===== src/rtl/product_bcd.sv =====
// Converts a 16-bit multiplier product into sign plus five BCD digits using a
// serial double-dabble engine with a fixed 20-cycle busy window per request.
module product_bcd #(
  parameter bit SIGNED_MODE = 1'b1
) (
  input  logic        Clk,
  input  logic        Reset,
  input  logic        Start,
  input  logic [15:0] Product,
  output logic        Busy,
  output logic        Done,
  output logic        Neg,
  output logic [19:0] Digits
);

  typedef enum logic [1:0] {IDLE, LOAD, CONV, DONE} state_t;

  // Iterations use counter values 0..16; the cycle with the counter at 17
  // commits the finished scratch to the outputs.
  localparam logic [4:0] LAST_ITER = 5'd16;
  localparam logic [4:0] COMMIT    = LAST_ITER + 5'd1;

  state_t      state, next_state;
  logic [15:0] prod;
  logic [19:0] scratch;
  logic [16:0] mag;
  logic [4:0]  cnt;
  logic        sign;
  logic [36:0] dd_next;

  function automatic logic [19:0] add3(input logic [19:0] s);
    logic [19:0] r;
    r = s;
    for (int i = 0; i < 5; i++) begin
      if (r[4*i +: 4] >= 4'd5) r[4*i +: 4] = r[4*i +: 4] + 4'd3;
    end
    return r;
  endfunction

  // NOTE: sequential state uses non-blocking assignments so every register
  // samples pre-edge values regardless of process ordering.
  always_ff @(posedge Clk or posedge Reset) begin
    if (Reset) state <= IDLE;
    else       state <= next_state;
  end

  // NOTE: combinational blocks assign a default first so no path can infer a latch.
  always_comb begin
    next_state = state;
    unique case (state)
      IDLE: if (Start) next_state = LOAD;
      LOAD: next_state = CONV;
      CONV: if (cnt == COMMIT) next_state = DONE;
      DONE: next_state = IDLE;
    endcase
  end

  always_comb begin
    Busy = (state != IDLE);
    Done = (state == DONE);
  end

  always_comb begin
    dd_next = {add3(scratch), mag} << 1;
  end

  always_ff @(posedge Clk or posedge Reset) begin
    if (Reset) begin
      prod    <= '0;
      scratch <= '0;
      mag     <= '0;
      cnt     <= '0;
      sign    <= 1'b0;
      Neg     <= 1'b0;
      Digits  <= '0;
    end else begin
      unique case (state)
        IDLE: if (Start) prod <= Product;
        LOAD: begin
          sign    <= SIGNED_MODE && prod[15];
          // 17-bit negation keeps 16'h8000 representable as +32768.
          mag     <= (SIGNED_MODE && prod[15]) ? (~{1'b1, prod} + 17'd1)
                                               : {1'b0, prod};
          scratch <= '0;
          cnt     <= '0;
        end
        CONV: begin
          if (cnt == COMMIT) begin
            Digits <= scratch;
            Neg    <= sign;
          end else begin
            {scratch, mag} <= dd_next;
            cnt            <= cnt + 5'd1;
          end
        end
        DONE: ;
      endcase
    end
  end

endmodule


===== config.mk =====
export PLATFORM = sky130hd
export DESIGN_NAME = product_bcd
export DESIGN_NICKNAME = d
export VERILOG_FILES = /design/src/rtl/product_bcd.sv
export SDC_FILE = /design/constraint.sdc
export NUM_CORES = 1
export LEC_CHECK = 0
export ABC_CLOCK_PERIOD_IN_PS = 2650
export CORE_ASPECT_RATIO = 0.9
export CORE_MARGIN = 2
export CORE_UTILIZATION = 48
export DETAILED_ROUTE_END_ITERATION = 8
export GPL_ROUTABILITY_DRIVEN = 0
export PLACE_DENSITY = 0.72
export SLEW_MARGIN = 20
export SYNTH_ARGS = -nofsm -noshare
export SYNTH_HDL_FRONTEND = slang
export SYNTH_SLANG_ARGS = --single-unit
export TNS_END_PERCENT = 5

===== constraint.sdc =====
create_clock -name Clk -period 2.65 [get_ports Clk]
set_input_delay 0.53 -clock Clk [delete_from_list [all_inputs] [get_ports Clk]]
set_output_delay 0.53 -clock Clk [all_outputs]
set_load 0.02 [all_outputs]

==> metrics.csv, run 1 <==
stage,metric,value,unit
yosys,count of unique library cells instantiated by Yosys,43,
sta,Fin Setup TNS,0,ps
floorplanning,count of boundary I/O pins,42,
floorplanning,starting utilization of the core area,0.488,
grt,vias in the first global route,2924,
sta,final setup violation count,0,
pwr,sw frac,0.401,
cells_and_area,P&R area growth vs syn,19.0,%
clock_network,Clock Path Buffers,2,
critical_path,Worst R2R End,mag[15]$_DFFE_PP0P_,
sta,post-layout min period,2270,ps
clock_network,cell chosen for the clock root,clkbuf_8,
sta,final-report hold violation count,0,
grt,initial antenna violation count,0,
pwr,static power due to leakage,2.12,nW
clock_network,total setup buffers inserted after CTS,0,
yosys,Mapped Area,4120,um^2
cells_and_area,Antenna Cells,0,
clock_network,CTS-repair resized insts,0,
drt,Routed Wire Length,7.96,mm
grt,total global routing track utilization,0.188,
critical_path,element type at the critical path end,output pin,
sta,setup repair after global routing missed its margin,no,
clock_network,Clock Sinks,82,
yosys,register bit count reported by yosys,82,
clock_network,Skew-Pair Late Insertion Delay,360,ps
sta,Post-Route Skew,13.9,ps
yosys,top flip-flop cell by instance count after synthesis,dfrtp_1,
yosys,total number of yosys warnings,0,
run,Maximum Capacitance Violations,0,
critical_path,cell count of the worst reg-to-reg path,4,
outcome,run status,finished clean,
clock_network,TritonCTS clock tree,built,
clock_network,CTS clock-pin slew for the worst setup and hold paths,90,ps
critical_path,cell repeated most along the worst path,inv_1,
sta,Slew Limit Fails,0,
sta,upper clock frequency limit,441,MHz
cells_and_area,net count reported at finish,477,
critical_path,slowest cell on the critical path,clkdlybuf4s50_1,
pwr,sequential group share of total power,0.414,
place,Final HPWL DP,5.73,mm
place,number of I/O port buffers,41,
critical_path,category of the most critical setup path,register to output pin,
yosys,"Async S/R FF share, synth",1.00,
drt,count of unresolved DRC violations after routing,0,
grt,global-route congestion overflow total,0,
floorplanning,Die Span X,102,um
yosys,post-synthesis sequential area ratio,0.498,
drt,DRC marker count from the first detailed-route iteration,161,
critical_path,largest incremental delay on the critical path,600,ps
clock_network,TritonCTS buffer count,9,
critical_path,worst-path cell chain,"inv_1, ha_1, inv_1, clkdlybuf4s50_1",
yosys,synthesized netlist cell count,396,
cells_and_area,fraction of final layout cells with drive strength greater than 1,0.151,
critical_path,startpoint type of the worst setup path,register,
sta,share of the clock period used by the worst path,0.856,
sta,transition time at the pin with the least slew margin,643,ps
pwr,clock network fraction of design power,0.172,
drt,count of antenna-violating nets left after detailed routing,0,
floorplanning,die footprint,9340,um^2
pwr,total power of the final layout,4.76,mW
pwr,Int Pwr,2.85,mW
critical_path,required time of the critical path,2120,ps
clock_network,count of hold-fix buffers inserted at cts,0,
floorplanning,core box area,8450,um^2
critical_path,reg-to-reg startpoint,prod[5]$_DFFE_PP0P_,
pwr,Net Switching,1.91,mW
pwr,total power density per cell area,972,nW/um^2
drt,total number of vias,3113,
drt,average wire per cell in the routed design,14.1,um
floorplanning,die boundary height,91.9,um
pwr,VDD IR-drop max,0.745,mV
yosys,number of synthesized flops with an enable pin,0,
min_path,worst hold-check path type,input port to asynchronous set/reset pin,
clock_network,maximum level of the CTS H-tree,3,
drt,post-DR vias/cell,5.52,
floorplanning,row count,32,
critical_path,Crit Path Max Fanout,4,
pwr,combinational power share,0.414,
drt,number of iterations in the first detailed-routing pass,4,
critical_path,worst path arrival time,1740,ps
grt,first-pass GRT wire length,14.0,mm
grt,pin count of the biggest net entering global routing,44,
yosys,mean instance size in the synthesized netlist,10.4,um^2
critical_path,setup slack of the most critical reg-to-reg path,440,ps
yosys,Post-Syn Nets,433,
sta,remaining max-slew budget at the tightest pin,0.571,
## synthesized netlist by cell type (all sizes together) (5+ instances only)
master,instances,area share
o31ai,9,0.016
o21ai,40,0.049
nor2,10,0.0091
nand2b,6,0.0091
nand3,27,0.033
inv,18,0.016
or4,5,0.0091
nand2,36,0.033
xnor2,9,0.019
ha,18,0.055
dfrtp,82,0.50
xor2,7,0.015
clkbuf,20,0.018
o41ai,5,0.011
a21oi,22,0.027
mux2,34,0.093
## how the worst max path moves through the flow
stage / startpoint / to
2_1_floorplan: Reset / Digits[0]$_DFFE_PP0P_
5_1_grt: state[0]$_DFFE_PP0P_ / Busy
6_report: state[0]$_DFFE_PP0P_ / Busy
3_5_place_dp: prod[5]$_DFFE_PP0P_ / mag[15]$_DFFE_PP0P_
3_3_place_gp: prod[5]$_DFFE_PP0P_ / mag[15]$_DFFE_PP0P_
4_1_cts: state[0]$_DFFE_PP0P_ / Busy
## power by group through the flow
stage / Combinational (mW) / Clock [mW] / Sequential (mW)
3_5_place_dp: 1.99 / 0 / 1.99
6_report: 1.97 / 0.819 / 1.97
2_1_floorplan: 1.54 / 0 / 1.85
5_1_grt: 2.21 / 0.911 / 2.04
4_1_cts: 1.99 / 0.848 / 1.97
3_3_place_gp: 1.93 / 0 / 1.97
## cells by family (layout without fill, tap and decap cells)
family,after synthesis,after routing,share of synthesized area
adder cells (fa/ha/maj),18,18,0.0547
buffers and inverters,40,89,0.0368
AO/OA/AOI/OAI,97,97,0.145
flip-flops,82,82,0.498
XOR/XNOR,16,16,0.0340
multiplexers,38,38,0.103
AND/OR/NAND/NOR,105,105,0.129
## layout by cell type, fill, tap and decap left out, types with 3 or more instances in the layout
cell type and n:
a21oi_1 22, a32o_1 3, and3_1 4, buf_4 12, clkbuf_8 9, clkdlybuf4s50_1 41, clkinv_2 3, clkinv_4 3
dfrtp_1 82, ha_1 18, inv_1 17, mux2_2 34, mux2i_1 4, nand2_1 36, nand2b_1 6, nand3_1 27
nor2_1 10, nor3_1 4, o211ai_1 3, o21ai_0 39, o31ai_1 9, o41ai_1 5, or4_1 5, xnor2_1 9
xor2_1 7
## registers in the layout, indices dropped and copies added (netlist names)
register / flops
scratch: 20
sign: 1
mag: 17
Neg: 1
prod: 16
cnt: 5
state: 2
Digits: 20
## layout make-up
class / count / area [um^2]
inverters: 18 / 68.8
multi-input cells: 274 / 1920
well taps: 119 / 149
fillers: 737 / 3540
clock buffers: 9 / 124
repair buffers: 55 / 541
clock inverters: 7 / 53.8
flip-flops and latches: 82 / 2050
## metrics by stage
step           instances  worst slack, ps  hold WS, ps  utilization  instance area (um^2)
2_1_floorplan        396             11.6          439            -                  4120
3_3_place_gp         548              504          456        0.559                  4730
3_5_place_dp         548              465          455        0.559                  4730
4_1_cts              564              366          467        0.580                  4900
5_1_grt              564              295          486        0.580                  4900
6_report             564              382          474        0.580                  4900
## worst max-delay path, delay by kind of cell, from the launching register on
kind | cells | cell delay, ps
flops | 1 | 400
buf+inv | 3 | 770
fa+ha+maj | 1 | 220
## per-layer routing
| layer | wire, um | part of all wire | track usage | vias up |
|---|---|---|---|---|
| met5 | 0 | 0 | 0 | - |
| met3 | 354 | 0.045 | 0.0465 | 7 |
| met1 | 3740 | 0.47 | 0.262 | 1525 |
| met4 | 61 | 0.0077 | 0.0405 | 0 |
| met2 | 3800 | 0.48 | 0.297 | 68 |
| li1 | - | - | - | 1513 |
Power figures use the tool's default switching activity.
==> run 2, diff against run 1 <==
ABC_CLOCK_PERIOD_IN_PS = 2800   (was 2650)
PLACE_DENSITY = 0.69   (was 0.72)
clock period = 2.8 ns   (was 2.65 ns; I/O delays follow)
==> run 2 against run 1 <==
  * Power shrank 2.5%
  * Count of clock-buffer cells in the layout unchanged
  * Clock skew decreased by 2.0 ps
  * Sequential power down 5%
  * Combinational power down 3%
  * Sequential cell count unchanged
  * Hold slack better by 8.0 ps
  * Worst setup slack improved by 100 ps
  * Die area did not move
  * Clock power up 5.7%
  * Final cell count decreased by 0.35%
  * Highest routed layer unchanged
==> metrics.csv, run 2 (synthesized netlist as in run 1, its figures left out) <==
stage,metric,value,unit
critical_path,category of the most critical setup path,register to output pin,
cells_and_area,fraction of final layout cells with drive strength greater than 1,0.147,
sta,post-layout min period,2310,ps
critical_path,required time of the critical path,2240,ps
sta,upper clock frequency limit,432,MHz
sta,final-report hold violation count,0,
critical_path,element type at the critical path end,output pin,
sta,Fin Setup TNS,0,ps
floorplanning,die boundary height,91.9,um
floorplanning,core box area,8450,um^2
min_path,startpoint of the tightest hold check path,mag[6]$_DFFE_PP0P_,
clock_network,total setup buffers inserted after CTS,0,
clock_network,Skew-Pair Late Insertion Delay,360,ps
cells_and_area,net count reported at finish,475,
grt,met3 demand-to-capacity share in global routing,0.0526,
critical_path,worst path arrival time,1750,ps
cells_and_area,"leading cell type in the layout, fill and taps excluded",dfrtp_1,
clock_network,cell chosen for the clock root,clkbuf_8,
cells_and_area,"commonest cells after routing, fill and taps aside","dfrtp_1, clkdlybuf4s50_1, o21ai_0",
cells_and_area,P&R area growth vs syn,19.6,%
min_path,capture endpoint of the worst hold path,mag[6]$_DFFE_PP0P_,
sta,remaining max-slew budget at the tightest pin,0.366,
clock_network,maximum level of the CTS H-tree,3,
drt,count of unresolved DRC violations after routing,0,
critical_path,startpoint type of the worst setup path,register,
critical_path,setup slack of the most critical reg-to-reg path,600,ps
grt,grt met2 use,0.317,
critical_path,cell repeated most along the worst path,inv_1,
cells_and_area,Antenna Cells,0,
grt,busiest layer in global routing,met2,
critical_path,cell count of the worst reg-to-reg path,4,
critical_path,Crit Path Max Fanout,4,
drt,number of iterations in the first detailed-routing pass,4,
clock_network,TritonCTS buffer count,9,
clock_network,TritonCTS clock tree,built,
critical_path,crit-path leading delay family,buffers and inverters,
grt,global-route congestion overflow total,0,
floorplanning,row count,32,
cells_and_area,registers with the most flip-flops,"Digits x20, scratch x20, mag x17",
clock_network,CTS-repair resized insts,0,
clock_network,Clock Path Buffers,2,
clock_network,Clock Sinks,82,
drt,average wire per cell in the routed design,14.7,um
floorplanning,die footprint,9340,um^2
critical_path,reg-to-reg startpoint,prod[5]$_DFFE_PP0P_,
cells_and_area,final cell count without fillers,562,
critical_path,number of buffers and inverters on the critical path,3,
sta,share of the clock period used by the worst path,0.826,
critical_path,largest incremental delay on the critical path,600,ps
drt,Routed Wire Length,8.26,mm
floorplanning,Die Span X,102,um
run,Maximum Capacitance Violations,0,
floorplanning,count of boundary I/O pins,42,
floorplanning,starting utilization of the core area,0.488,
place,number of I/O port buffers,41,
grt,initial antenna violation count,0,
place,Final HPWL DP,5.84,mm
grt,first-pass GRT wire length,14.1,mm
grt,routing usage on met1,0.247,
pwr,total power density per cell area,943,nW/um^2
clock_network,CTS clock-pin slew for the worst setup and hold paths,80,ps
sta,setup repair after global routing missed its margin,no,
outcome,run status,finished clean,
pwr,VDD IR-drop max,0.500,mV
drt,count of antenna-violating nets left after detailed routing,0,
min_path,worst hold path cell count,2,
critical_path,Worst R2R End,mag[15]$_DFFE_PP0P_,
critical_path,worst-path cell chain,"inv_1, ha_1, inv_1, clkdlybuf4s50_1",
clock_network,count of hold-fix buffers inserted at cts,0,
drt,total number of vias,3080,
grt,total global routing track utilization,0.190,
sta,Slew Limit Fails,0,
critical_path,slowest cell on the critical path,clkdlybuf4s50_1,
grt,vias in the first global route,2991,
critical_path,startpoint of the worst setup timing path,state[0]$_DFFE_PP0P_,
place,placed cell count,546,
sta,Post-Route Skew,11.9,ps
sta,transition time at the pin with the least slew margin,951,ps
pwr,static power due to leakage,2.13,nW
drt,post-DR vias/cell,5.48,
min_path,worst hold-check path type,register to register,
drt,DRC marker count from the first detailed-route iteration,185,
cells_and_area,number of fill cells,725,
grt,pin count of the biggest net entering global routing,40,
sta,final setup violation count,0,
==> run 2: changes by cell type in the layout (fill, tap and decap cells not counted) <==
| cell | previous run | this run |
|---|---|---|
| buf_4 | 12 | 9 |
| buf_12 | 2 | 3 |
| clkinv_4 | 3 | 4 |
| bufinv_16 | 0 | 1 |
| clkinv_2 | 3 | 2 |
| inv_6 | 2 | 1 |
==> run 2: worst max path at each step <==
| stage | to | depth (start not counted) |
|---|---|---|
| floorplan | Digits[0]$_DFFE_PP0P_ | 1 |
| global placement | mag[15]$_DFFE_PP0P_ | 4 |
| detailed placement | cnt[2]$_DFFE_PP0P_ | 6 |
| CTS | Busy | 4 |
| global route | mag[7]$_DFFE_PP0P_ | 6 |
| finish | Busy | 4 |
==> run 2: cell type report <==
| type | count | area [um^2] | area share |
|---|---|---|---|
| Clock buffer | 9 | 124 | 0.0251 |
| Clock inverter | 7 | 78.8 | 0.0160 |
| Inverter | 18 | 68.8 | 0.0140 |
| Multi-Input combinational cell | 274 | 1920 | 0.389 |
| Sequential cell | 82 | 2050 | 0.417 |
| Tap cell | 119 | 149 | 0.0302 |
| Timing Repair Buffer | 53 | 538 | 0.109 |
==> run 2: where the power goes <==
group | leakage [nW] | total, mW | switching (mW) | internal (mW)
Combinational | 0.950 | 1.91 | 1.04 | 0.862
Clock | 0.104 | 0.866 | 0.447 | 0.419
Sequential | 1.07 | 1.87 | 0.351 | 1.52
==> run 2: per-stage QoR <==
| step | power, mW | area (um^2) | hold slack (ps) | util | setup WS, ps |
|---|---|---|---|---|---|
| 2_1_floorplan | 3.21 | 4120 | 439 | - | 132 |
| 3_3_place_gp | 3.71 | 4720 | 456 | 0.559 | 658 |
| 3_5_place_dp | 3.78 | 4720 | 465 | 0.559 | 607 |
| 4_1_cts | 4.67 | 4930 | 484 | 0.583 | 472 |
| 5_1_grt | 5.00 | 4930 | 501 | 0.583 | 379 |
| 6_report | 4.64 | 4930 | 482 | 0.583 | 487 |
==> run 2: routing by layer <==
| metal | part of all wire | vias to the layer above | wire length, um |
|---|---|---|---|
| met5 | 0 | - | 0 |
| met4 | 0.0097 | 0 | 80 |
| met3 | 0.045 | 6 | 369 |
| met2 | 0.49 | 86 | 4030 |
| met1 | 0.46 | 1482 | 3780 |
| li1 | - | 1506 | - |
==> run 2: tightest hold or removal path: stages (launching register included) <==
cell     delay (ps)
dfrtp_1         340
nand2_1          50
o31ai_1          60
==> run 3, diff against run 2 <==
ABC_CLOCK_PERIOD_IN_PS = 2260   (was 2800)
clock period = 2.26 ns   (was 2.8 ns; I/O delays follow)
==> run 3 against run 2 <==
  * Worst setup slack got worse by 350 ps
  * Clock power is 11% higher
  * Power up 22%
  * Non-clock buffer count up 7
  * Count of clock-buffer cells in the layout unchanged
  * Combinational power increased by 27%
  * Hold slack got worse by 23 ps
  * Die area is the same
  * First-iteration DRC count down 36%
  * Via count rose by 0.32%
  * Final cell count rose by 1.2%
  * Critical path type is now register to register
==> metrics.csv, run 3 (synthesized netlist as in run 1, its figures left out) <==
stage,metric,value,unit
cells_and_area,number of fill cells,731,
critical_path,Worst R2R End,mag[8]$_DFFE_PP0P_,
cells_and_area,fraction of final layout cells with drive strength greater than 1,0.162,
min_path,worst hold-check path type,input port to asynchronous set/reset pin,
critical_path,category of the most critical setup path,register to register,
floorplanning,starting utilization of the core area,0.488,
grt,global-route congestion overflow total,0,
floorplanning,die boundary height,91.9,um
clock_network,Skew-Pair Late Insertion Delay,360,ps
floorplanning,die footprint,9340,um^2
cells_and_area,"leading cell type in the layout, fill and taps excluded",dfrtp_1,
grt,pin count of the biggest net entering global routing,37,
drt,Routed Wire Length,8.18,mm
grt,vias in the first global route,2946,
grt,initial antenna violation count,0,
sta,post-layout min period,2120,ps
clock_network,cell chosen for the clock root,clkbuf_8,
cells_and_area,core utilization of the finished layout,0.588,
critical_path,startpoint of the worst setup timing path,prod[0]$_DFFE_PP0P_,
pwr,clock network fraction of design power,0.169,
pwr,VDD IR-drop max,0.632,mV
floorplanning,Die Span X,102,um
run,Maximum Capacitance Violations,0,
clock_network,Clock Path Buffers,2,
cells_and_area,P&R area growth vs syn,20.5,%
sta,setup repair after global routing missed its margin,no,
drt,number of iterations in the first detailed-routing pass,4,
clock_network,CTS clock-pin slew for the worst setup and hold paths,90,ps
clock_network,TritonCTS buffer count,9,
drt,total number of vias,3090,
critical_path,startpoint type of the worst setup path,register,
drt,average wire per cell in the routed design,14.4,um
clock_network,CTS-repair resized insts,0,
critical_path,setup slack of the most critical reg-to-reg path,140,ps
grt,first-pass GRT wire length,14.0,mm
pwr,sequential group share of total power,0.405,
critical_path,element type at the critical path end,register,
sta,worst hold slack across all endpoints,458,ps
sta,share of the clock period used by the worst path,0.938,
sta,final-report hold violation count,0,
floorplanning,count of boundary I/O pins,42,
clock_network,Clock Sinks,82,
sta,Post-Route Skew,9.22,ps
sta,PnR worst setup slack,141,ps
pwr,Int Pwr,3.40,mW
drt,count of antenna-violating nets left after detailed routing,0,
clock_network,TritonCTS clock tree,built,
sta,remaining max-slew budget at the tightest pin,0.596,
sta,Fin Setup TNS,0,ps
pwr,static power due to leakage,2.14,nW
drt,DRC marker count from the first detailed-route iteration,119,
critical_path,Crit Path Max Fanout,5,
critical_path,cell count of the worst reg-to-reg path,6,
floorplanning,row count,32,
sta,transition time at the pin with the least slew margin,605,ps
place,Final HPWL DP,5.79,mm
grt,total global routing track utilization,0.188,
sta,upper clock frequency limit,472,MHz
clock_network,count of hold-fix buffers inserted at cts,0,
clock_network,total setup buffers inserted after CTS,0,
floorplanning,core box area,8450,um^2
critical_path,reg-to-reg startpoint,prod[0]$_DFFE_PP0P_,
cells_and_area,Antenna Cells,0,
place,setup slack at placement,118,ps
drt,post-DR vias/cell,5.43,
pwr,sw frac,0.402,
critical_path,required time of the critical path,2530,ps
critical_path,worst path arrival time,2390,ps
sta,Slew Limit Fails,0,
place,number of I/O port buffers,41,
cells_and_area,net count reported at finish,482,
cells_and_area,"commonest cells after routing, fill and taps aside","dfrtp_1, clkdlybuf4s50_1, o21ai_0",
sta,final setup violation count,0,
cells_and_area,registers with the most flip-flops,"Digits x20, scratch x20, mag x17",
outcome,run status,finished clean,
pwr,total power density per cell area,1150,nW/um^2
clock_network,maximum level of the CTS H-tree,3,
drt,count of unresolved DRC violations after routing,0,
pwr,combinational power share,0.426,
pwr,Net Switching,2.29,mW
## run 3: how the worst max path moves through the flow
stage	end	slack, ps
global route	mag[8]$_DFFE_PP0P_	10
CTS	Busy	60
global placement	mag[8]$_DFFE_PP0P_	200
finish	mag[8]$_DFFE_PP0P_	140
floorplan	mag[15]$_DFFE_PP0P_	180
detailed placement	mag[8]$_DFFE_PP0P_	120
## run 3: routing by layer
layer,vias up,share of wire,track usage
met5,-,0,0
met4,0,0.0065,0.0428
met3,7,0.037,0.0511
met2,49,0.49,0.310
met1,1517,0.47,0.246
li1,1517,-,-
## run 3: critical path, cell delays in order, from the launching register on
cell and delay, ps:
dfrtp_1 410, inv_1 80, ha_1 200, or4b_4 510, or4_1 430, and4_1 220
o31ai_1 170
## run 3: stage by stage
stage          area [um^2]  power (mW)  cells
6_report              4960        5.69    569
5_1_grt               4960        6.12    569
4_1_cts               4960        5.73    569
3_5_place_dp          4780        4.75    553
3_3_place_gp          4780        4.67    553
2_1_floorplan         4120        3.97    396
## run 3: power by group through the flow
stage / combinational, mW / clock (mW) / sequential, mW
after detailed placement: 2.43 / 0 / 2.33
after CTS: 2.44 / 0.998 / 2.30
final: 2.42 / 0.964 / 2.30
after floorplan: 1.80 / 0 / 2.17
after global routing: 2.68 / 1.07 / 2.37
after global placement: 2.37 / 0 / 2.30
## run 3: layout make-up
cell class | count | area (um^2) | share of cell area
timing repair buffer | 60 | 593 | 0.119
multi-input combinational | 274 | 1920 | 0.387
clock inverter | 7 | 55.1 | 0.0111
inverter | 18 | 71.3 | 0.0144
sequential | 82 | 2050 | 0.413
clock buffer | 9 | 124 | 0.0250
tap | 119 | 149 | 0.0300
